## config.mk

```make
export PLATFORM = sky130hd
export DESIGN_NAME = pe_act_broadcaster_flat
export DESIGN_NICKNAME = d
export VERILOG_FILES = /design/src/rtl/pe_bcast_pkg.sv /design/src/rtl/pe_act_broadcaster_if.sv /design/src/rtl/pe_bcast_fifo.sv /design/src/rtl/pe_act_broadcaster.sv /design/src/flat_wrapper.sv
export SDC_FILE = /design/constraint.sdc
export NUM_CORES = 1
export LEC_CHECK = 0
export CAP_MARGIN = 40
export CORE_UTILIZATION = 25
export DETAILED_ROUTE_END_ITERATION = 12
export GPL_ROUTABILITY_DRIVEN = 0
export PLACE_DENSITY = 0.54
export SYNTH_ARGS = -nofsm -noshare
export SYNTH_HDL_FRONTEND = slang
export SYNTH_SLANG_ARGS = --single-unit
```

## constraint.sdc

```tcl
create_clock -name clk -period 2.8 [get_ports clk]
set_input_delay 0.42 -clock clk [delete_from_list [all_inputs] [get_ports clk]]
set_output_delay 0.42 -clock clk [all_outputs]
set_load 0.005 [all_outputs]
```

## src/rtl/pe_bcast_pkg.sv

```systemverilog
// Shared types and constants for the PE activation broadcaster.
package pe_bcast_pkg;

  typedef enum logic [2:0] {
    ST_IDLE,
    ST_ISSUE,
    ST_DRAIN,
    ST_DONE_PKT,
    ST_WAIT_COMP
  } state_e;

  localparam int unsigned BUF_DEPTH = 2;

  // Completion packets go to the root controller: MSB set, every other address bit clear.
  function automatic logic [63:0] done_addr(input int unsigned addr_w);
    done_addr = 64'd1 << (addr_w - 1);
  endfunction

endpackage

```

## src/rtl/pe_act_broadcaster_if.sv

```systemverilog
// Control, register-file read and router injection signals of the activation broadcaster.
interface pe_act_broadcaster_if #(
  parameter int DATA_W   = 16,
  parameter int ACT_NO_W = 6,
  parameter int ADDR_W   = 12
);
  logic                start;
  logic [ACT_NO_W-1:0] in_act_no;
  logic                rd_en;
  logic [ACT_NO_W-1:0] rd_addr;
  logic [DATA_W-1:0]   rd_data;
  logic                send_valid;
  logic                send_ready;
  logic [DATA_W-1:0]   send_data;
  logic [ADDR_W-1:0]   send_addr;
  logic                comp_done;
  logic                busy;
  logic [ACT_NO_W-1:0] sent_cnt;

  modport master (
    input  start, in_act_no, rd_data, send_ready, comp_done,
    output rd_en, rd_addr, send_valid, send_data, send_addr, busy, sent_cnt
  );

  modport slave (
    output start, in_act_no, rd_data, send_ready, comp_done,
    input  rd_en, rd_addr, send_valid, send_data, send_addr, busy, sent_cnt
  );
endinterface

```

## src/rtl/pe_bcast_fifo.sv

```systemverilog
// Two-entry output buffer; a push and a pop in the same cycle on a full buffer keep it full.
module pe_bcast_fifo
  import pe_bcast_pkg::*;
#(
  parameter int W = 28
) (
  input  logic         clk,
  input  logic         rst,
  input  logic         push,
  input  logic         pop,
  input  logic [W-1:0] wr_data,
  output logic [W-1:0] rd_data,
  output logic         full,
  output logic         empty,
  output logic [1:0]   count
);

  logic [W-1:0] mem_q [BUF_DEPTH];
  logic [W-1:0] mem_d [BUF_DEPTH];
  logic         wr_ptr_q, wr_ptr_d;
  logic         rd_ptr_q, rd_ptr_d;
  logic [1:0]   count_q, count_d;
  logic         do_push, do_pop;

  always_comb begin
    do_pop   = pop && (count_q != 2'd0);
    do_push  = push && ((count_q != 2'd2) || do_pop);
    wr_ptr_d = wr_ptr_q ^ do_push;
    rd_ptr_d = rd_ptr_q ^ do_pop;
    count_d  = count_q + 2'(do_push) - 2'(do_pop);
    mem_d    = mem_q;
    if (do_push) mem_d[wr_ptr_q] = wr_data;
  end

  always_ff @(posedge clk or posedge rst) begin
    if (rst) begin
      wr_ptr_q <= 1'b0;
      rd_ptr_q <= 1'b0;
      count_q  <= 2'd0;
    end else begin
      wr_ptr_q <= wr_ptr_d;
      rd_ptr_q <= rd_ptr_d;
      count_q  <= count_d;
    end
  end

  always_ff @(posedge clk) begin
    mem_q <= mem_d;
  end

  assign rd_data = mem_q[rd_ptr_q];
  assign full    = (count_q == 2'd2);
  assign empty   = (count_q == 2'd0);
  assign count   = count_q;

endmodule

```

## src/rtl/pe_act_broadcaster.sv

```systemverilog
// Streams a PE's activations from its register file into the router, then sends a
// completion packet to the root controller and waits for the computation-done indication.
module pe_act_broadcaster
  import pe_bcast_pkg::*;
#(
  parameter int PE_IDX    = 0,
  parameter int DATA_W    = 16,
  parameter int ACT_NO_W  = 6,
  parameter int ADDR_W    = 12,
  parameter int IDX_SHIFT = 6,
  parameter int SKIP_ZERO = 0
) (
  input logic               clk,
  input logic               rst,
  pe_act_broadcaster_if.master bus
);

  typedef struct packed {
    logic [DATA_W-1:0] data;
    logic [ADDR_W-1:0] addr;
  } pkt_t;

  localparam logic [ADDR_W-1:0] DONE_ADDR = ADDR_W'(done_addr(ADDR_W));
  localparam logic [ADDR_W-1:0] PE_ADDR   = ADDR_W'(PE_IDX);
  localparam logic [DATA_W-1:0] PE_DATA   = DATA_W'(PE_IDX);

  state_e              state_q, state_d;
  logic [ACT_NO_W-1:0] n_q, n_d;
  logic [ACT_NO_W-1:0] idx_q, idx_d;
  logic [ACT_NO_W-1:0] sent_cnt_q, sent_cnt_d;
  logic                inflight_q, inflight_d;
  logic [ACT_NO_W-1:0] rd_idx_q, rd_idx_d;

  pkt_t       cap_pkt, head_pkt;
  logic       fifo_full, fifo_empty;
  logic [1:0] fifo_count;
  logic       cap_keep, push, pop, credit, rd_fire;
  logic [2:0] occ_after_pop;

  pe_bcast_fifo #(.W(DATA_W + ADDR_W)) u_fifo (
    .clk     (clk),
    .rst     (rst),
    .push    (push),
    .pop     (pop),
    .wr_data (cap_pkt),
    .rd_data (head_pkt),
    .full    (fifo_full),
    .empty   (fifo_empty),
    .count   (fifo_count)
  );

  // Read credit counts reads still in flight so the buffer can never overflow on return.
  always_comb begin
    cap_pkt.data  = bus.rd_data;
    cap_pkt.addr  = PE_ADDR + (ADDR_W'(rd_idx_q) << IDX_SHIFT);
    cap_keep      = !((SKIP_ZERO != 0) && (bus.rd_data == '0));
    pop           = !fifo_empty && bus.send_ready;
    push          = inflight_q && cap_keep && (!fifo_full || pop);
    occ_after_pop = 3'(fifo_count) - 3'(pop);
    credit        = (occ_after_pop + 3'(inflight_q)) < 3'd2;
    rd_fire       = (state_q == ST_ISSUE) && (idx_q != n_q) && credit;
    inflight_d    = rd_fire;
    rd_idx_d      = rd_fire ? idx_q : rd_idx_q;
  end

  always_ff @(posedge clk or posedge rst) begin
    if (rst) begin
      state_q    <= ST_IDLE;
      n_q        <= '0;
      idx_q      <= '0;
      sent_cnt_q <= '0;
      inflight_q <= 1'b0;
    end else begin
      state_q    <= state_d;
      n_q        <= n_d;
      idx_q      <= idx_d;
      sent_cnt_q <= sent_cnt_d;
      inflight_q <= inflight_d;
    end
  end

  always_ff @(posedge clk) begin
    rd_idx_q <= rd_idx_d;
  end

  // Next state: DRAIN leaves once the buffer will be empty after this cycle's pop.
  always_comb begin
    state_d    = state_q;
    n_d        = n_q;
    idx_d      = idx_q;
    sent_cnt_d = sent_cnt_q;
    unique case (state_q)
      ST_IDLE: begin
        if (bus.start) begin
          state_d    = ST_ISSUE;
          n_d        = bus.in_act_no;
          idx_d      = '0;
          sent_cnt_d = '0;
        end
      end
      ST_ISSUE: begin
        if (idx_q == n_q)  state_d = ST_DRAIN;
        else if (rd_fire)  idx_d   = idx_q + ACT_NO_W'(1);
      end
      ST_DRAIN: begin
        if (!inflight_q && (fifo_count == 2'(pop))) state_d = ST_DONE_PKT;
      end
      ST_DONE_PKT: begin
        if (bus.send_ready) state_d = ST_WAIT_COMP;
      end
      ST_WAIT_COMP: begin
        if (bus.comp_done) state_d = ST_IDLE;
      end
      default: state_d = ST_IDLE;
    endcase
    if (pop && (sent_cnt_q < n_q)) sent_cnt_d = sent_cnt_q + ACT_NO_W'(1);
  end

  always_comb begin
    bus.rd_en      = rd_fire;
    bus.rd_addr    = rd_fire ? idx_q : '0;
    bus.busy       = (state_q != ST_IDLE);
    bus.sent_cnt   = sent_cnt_q;
    bus.send_valid = 1'b0;
    bus.send_data  = '0;
    bus.send_addr  = '0;
    if (state_q == ST_DONE_PKT) begin
      bus.send_valid = 1'b1;
      bus.send_data  = PE_DATA;
      bus.send_addr  = DONE_ADDR;
    end else if (!fifo_empty) begin
      bus.send_valid = 1'b1;
      bus.send_data  = head_pkt.data;
      bus.send_addr  = head_pkt.addr;
    end
  end

endmodule

```

## src/flat_wrapper.sv

```systemverilog
// flat-port wrapper written by rule: the top's interface ports become plain ports
module pe_act_broadcaster_flat import pe_bcast_pkg::*;
#(
  parameter int PE_IDX    = 0,
  parameter int DATA_W    = 16,
  parameter int ACT_NO_W  = 6,
  parameter int ADDR_W    = 12,
  parameter int IDX_SHIFT = 6,
  parameter int SKIP_ZERO = 0
)
  (clk, rst, bus_start, bus_in_act_no, bus_rd_data, bus_send_ready, bus_comp_done, bus_rd_en, bus_rd_addr, bus_send_valid, bus_send_data, bus_send_addr, bus_busy, bus_sent_cnt);
  pe_act_broadcaster_if #(.DATA_W(DATA_W), .ACT_NO_W(ACT_NO_W), .ADDR_W(ADDR_W)) bus_i ();
  input logic clk;
  input logic rst;
  input wire logic [$bits(bus_i.start)-1:0] bus_start;
  input wire logic [$bits(bus_i.in_act_no)-1:0] bus_in_act_no;
  input wire logic [$bits(bus_i.rd_data)-1:0] bus_rd_data;
  input wire logic [$bits(bus_i.send_ready)-1:0] bus_send_ready;
  input wire logic [$bits(bus_i.comp_done)-1:0] bus_comp_done;
  output wire logic [$bits(bus_i.rd_en)-1:0] bus_rd_en;
  output wire logic [$bits(bus_i.rd_addr)-1:0] bus_rd_addr;
  output wire logic [$bits(bus_i.send_valid)-1:0] bus_send_valid;
  output wire logic [$bits(bus_i.send_data)-1:0] bus_send_data;
  output wire logic [$bits(bus_i.send_addr)-1:0] bus_send_addr;
  output wire logic [$bits(bus_i.busy)-1:0] bus_busy;
  output wire logic [$bits(bus_i.sent_cnt)-1:0] bus_sent_cnt;
  assign bus_i.start = bus_start;
  assign bus_i.in_act_no = bus_in_act_no;
  assign bus_i.rd_data = bus_rd_data;
  assign bus_i.send_ready = bus_send_ready;
  assign bus_i.comp_done = bus_comp_done;
  assign bus_rd_en = bus_i.rd_en;
  assign bus_rd_addr = bus_i.rd_addr;
  assign bus_send_valid = bus_i.send_valid;
  assign bus_send_data = bus_i.send_data;
  assign bus_send_addr = bus_i.send_addr;
  assign bus_busy = bus_i.busy;
  assign bus_sent_cnt = bus_i.sent_cnt;
  pe_act_broadcaster #(.PE_IDX(PE_IDX), .DATA_W(DATA_W), .ACT_NO_W(ACT_NO_W), .ADDR_W(ADDR_W), .IDX_SHIFT(IDX_SHIFT), .SKIP_ZERO(SKIP_ZERO)) u_core (.clk(clk), .rst(rst), .bus(bus_i));
endmodule
```

==> impl_metrics.ini <==
[routing]
wl_per_cell_um = 13.5
viasPerCell = 4.21
drt_pass1_iterations = 4
drt_iter0_drc = 153
drtAntennaViolNets = 0
drc_errors = 0
drt_wl_total_um = 7290
vias = 2279

[worst_hold_path]
hold_path.class = in2async

[timing]
rsz0062_at_grt = true
clock_skew_ns = 0.00290
finalSetupTns_ns = -1.56
setup_viol = 7
worst_pin_slew_ns = 0.713
hold_viol = 0
finalCritPeriodShare_pct = 109
max_freq_ghz = 0.329
slew_viol_final = 0
relSlewSlack_pct = 52.2
setup_slack_ns = -0.239
min_period_ns = 3.04

[synthesis]
synth_simple_gate_area_share_pct = 10.9
synth-edff-count = 50
ys_async_sr_fraction_pct = 34.2
synthMuxAreaShare_pct = 8.35
synthCells = 268
synth_top_family_by_area = simple AND/OR/NAND/NOR gates
avgSynthCellArea_um2 = 12.9
syn_area_mm2 = 0.00345
synth_xor_area_share_pct = 3.05
synth-seq-cells = 76
synth_cell_types = 45
synth_fa_ha_area_share_pct = 4.94
synth_flop_cell = edfxtp_1
synth_warnings = 0
synth-compound-area-share_pct = 5.48
seq_area_frac_synth_pct = 62.5

[place]
hpwl_um = 4880
io_buffers = 63
pre_cts_ws_ns = -0.851
placed_cells = 515

[global_routing]
grt_overflow = 0
track_usage_pct = 10.7
use_met1_pct = 13.1
grt-busiest-layer = met2
grt_use_met3_pct = 3.78
grt_pass1_wl_um = 11800
grt_pass1_vias = 2360
use_met2_pct = 17.7
antenna_found_initial = 0
grt_max_degree = 23

[clocking]
cts_tree = yes
cts_root_buf = clkbuf_16
ctsHtreeMaxLevel = 3
cts.clk_slew.worst_paths_ns = 0.06
clkLatencyLatePin_ns = 0.33
cts_buffers = 9
clk_path_buf_depth = 2
holdBufCountCts = 0
clkSinkCount = 76

[layout]
drive_above_1_share_pct = 18.9
final_common_cell = clkdlybuf4s50_1
nNetsFinal = 401
multi_input_area_mm2 = 0.00121
diodes = 0
nFillCells = 1329
final_core_util_pct = 36.1
final_cell_mix = 55 x clkdlybuf4s50_1, 50 x edfxtp_1, 29 x nor2_1
seqCellArea_mm2 = 0.00215
fin_cells = 541
area_growth_pct = 39.9

[outcome]
outcome = finished, violations left
failed_checks = setup timing

[power_and_ir_drop]
power.total_w = 0.00572
p_per_area_mw_per_mm2 = 1190
p_leak_nw = 1.97
vdd_ir_drop_max_uv = 375

[setup_path]
start_kind = register
r2r_cells = 11
endpoint_kind = output port
critPathKind = reg2out
critPathMaxFanout = 6
cp.required_ns = 2.38
critPathArrivalTime_ns = 2.62

[die]
num_rows = 42
dieArea_mm2 = 0.0143
io_pins = 70
start_util_pct = 25.8
fp.dieH_um = 119
fp.dieW_um = 119
core_area_mm2 = 0.0133

[flow_run]
drv_cap = 0
-- routing by layer --
layer / vias to the layer above / part of all wire [%] / wire length, um
met2: 65 / 47 / 3390
met4: 0 / 0.92 / 67
met3: 8 / 5.7 / 417
met5: - / 0 / 0
li1: 1125 / - / -
met1: 1081 / 47 / 3410
-- critical path, cell delays in order, from the launching register on --
cell and delay [ns]:
dfrtp_2 0.41, o21ai_2 0.14, inv_1 0.07, ha_1 0.27
nand2b_4 0.14, fa_2 0.52, nand4b_1 0.13, o21bai_4 0.22
inv_4 0.07, buf_6 0.11, and2_4 0.13, buf_6 0.08
-- synthesized netlist by cell type, types with 2 or more instances --
library cell | n | area share (%)
dfrtp_1 | 26 | 19
nand2_1 | 18 | 2.0
ha_1 | 12 | 4.4
nor3b_1 | 3 | 0.65
edfxtp_1 | 50 | 44
nand3_1 | 8 | 1.2
nor2_1 | 29 | 3.2
clkbuf_1 | 4 | 0.44
mux2i_1 | 25 | 7.3
o21ai_1 | 2 | 0.29
nand4_1 | 2 | 0.36
xnor2_1 | 11 | 2.8
o211ai_1 | 2 | 0.44
nand2b_1 | 2 | 0.36
and2_1 | 6 | 1.1
a21oi_1 | 3 | 0.44
inv_1 | 16 | 1.7
buf_4 | 7 | 1.5
o21ai_0 | 13 | 1.9
buf_6 | 2 | 0.65
a211o_1 | 2 | 0.51
buf_2 | 2 | 0.29
-- cell type report --
| type | count | area share (%) |
|---|---|---|
| clock inverters | 6 | 1.84 |
| well taps | 176 | 4.57 |
| inverters | 17 | 1.38 |
| clock buffers | 9 | 4.67 |
| repair buffers | 92 | 17.9 |
| multi-input cells | 165 | 25.0 |
| flip-flops and latches | 76 | 44.7 |
-- logic make-up after synthesis --
kind of cell,after synthesis
compound gates,30
xor+xnor,12
fa+ha+maj,13
buf+inv,32
flops,76
mux,27
other cells,1
simple gates,77
-- where the power goes --
part | switching (W) | internal (W)
registers | 0.000208 | 0.00159
clock network | 0.000443 | 0.000776
logic | 0.00118 | 0.00152
total | 0.00183 | 0.00389
-- final timing paths --
path	from	to	slack [ns]
max	u_core.u_fifo.count[1]$_DFF_PP0_	bus_rd_addr[5]	-0.24
min	rst	u_core.bus.sent_cnt[4]$_DFFE_PP0P_	0.41
max reg2reg	u_core.u_fifo.count[1]$_DFF_PP0_	u_core.idx_q[4]$_DFFE_PP0P_	0.09
min reg2reg	u_core.rd_idx_q[1]$_DFFE_PN_	u_core.u_fifo.mem_q[35]$_DFFE_PP_	0.44
max in group asynchronous	rst	u_core.u_fifo.count[1]$_DFF_PP0_	1.77
min in group clk	u_core.rd_idx_q[1]$_DFFE_PN_	u_core.u_fifo.mem_q[35]$_DFFE_PP_	0.44
-- timing repair --
item | 4_1_cts | 5_1_grt
setup buffers | 16 | 3
pin swaps | 6 | 5
setup endpoints to repair | 7 | 8
gates resized for setup | 45 | 11
-- registers in the layout (all words and copies together) (netlist names) --
| name | cells |
|---|---|
| u_core.bus.sent_cnt | 6 |
| u_core.idx_q | 6 |
| u_core.inflight_q | 1 |
| u_core.n_q | 6 |
| u_core.rd_idx_q | 6 |
| u_core.state_q | 3 |
| u_core.u_fifo.count | 2 |
| u_core.u_fifo.mem_q | 44 |
| u_core.u_fifo.rd_ptr_q | 1 |
| u_core.u_fifo.wr_ptr_q | 1 |
-- per-stage QoR --
| step | cell area (um^2) | hold slack, ns |
|---|---|---|
| floorplan | 3470 | 0.421 |
| global route | 4820 | 0.453 |
| global placement | 4360 | 0.427 |
| CTS | 4800 | 0.408 |
| detailed placement | 4360 | 0.433 |
| finish | 4820 | 0.410 |
(Power assumes the default switching activity.)
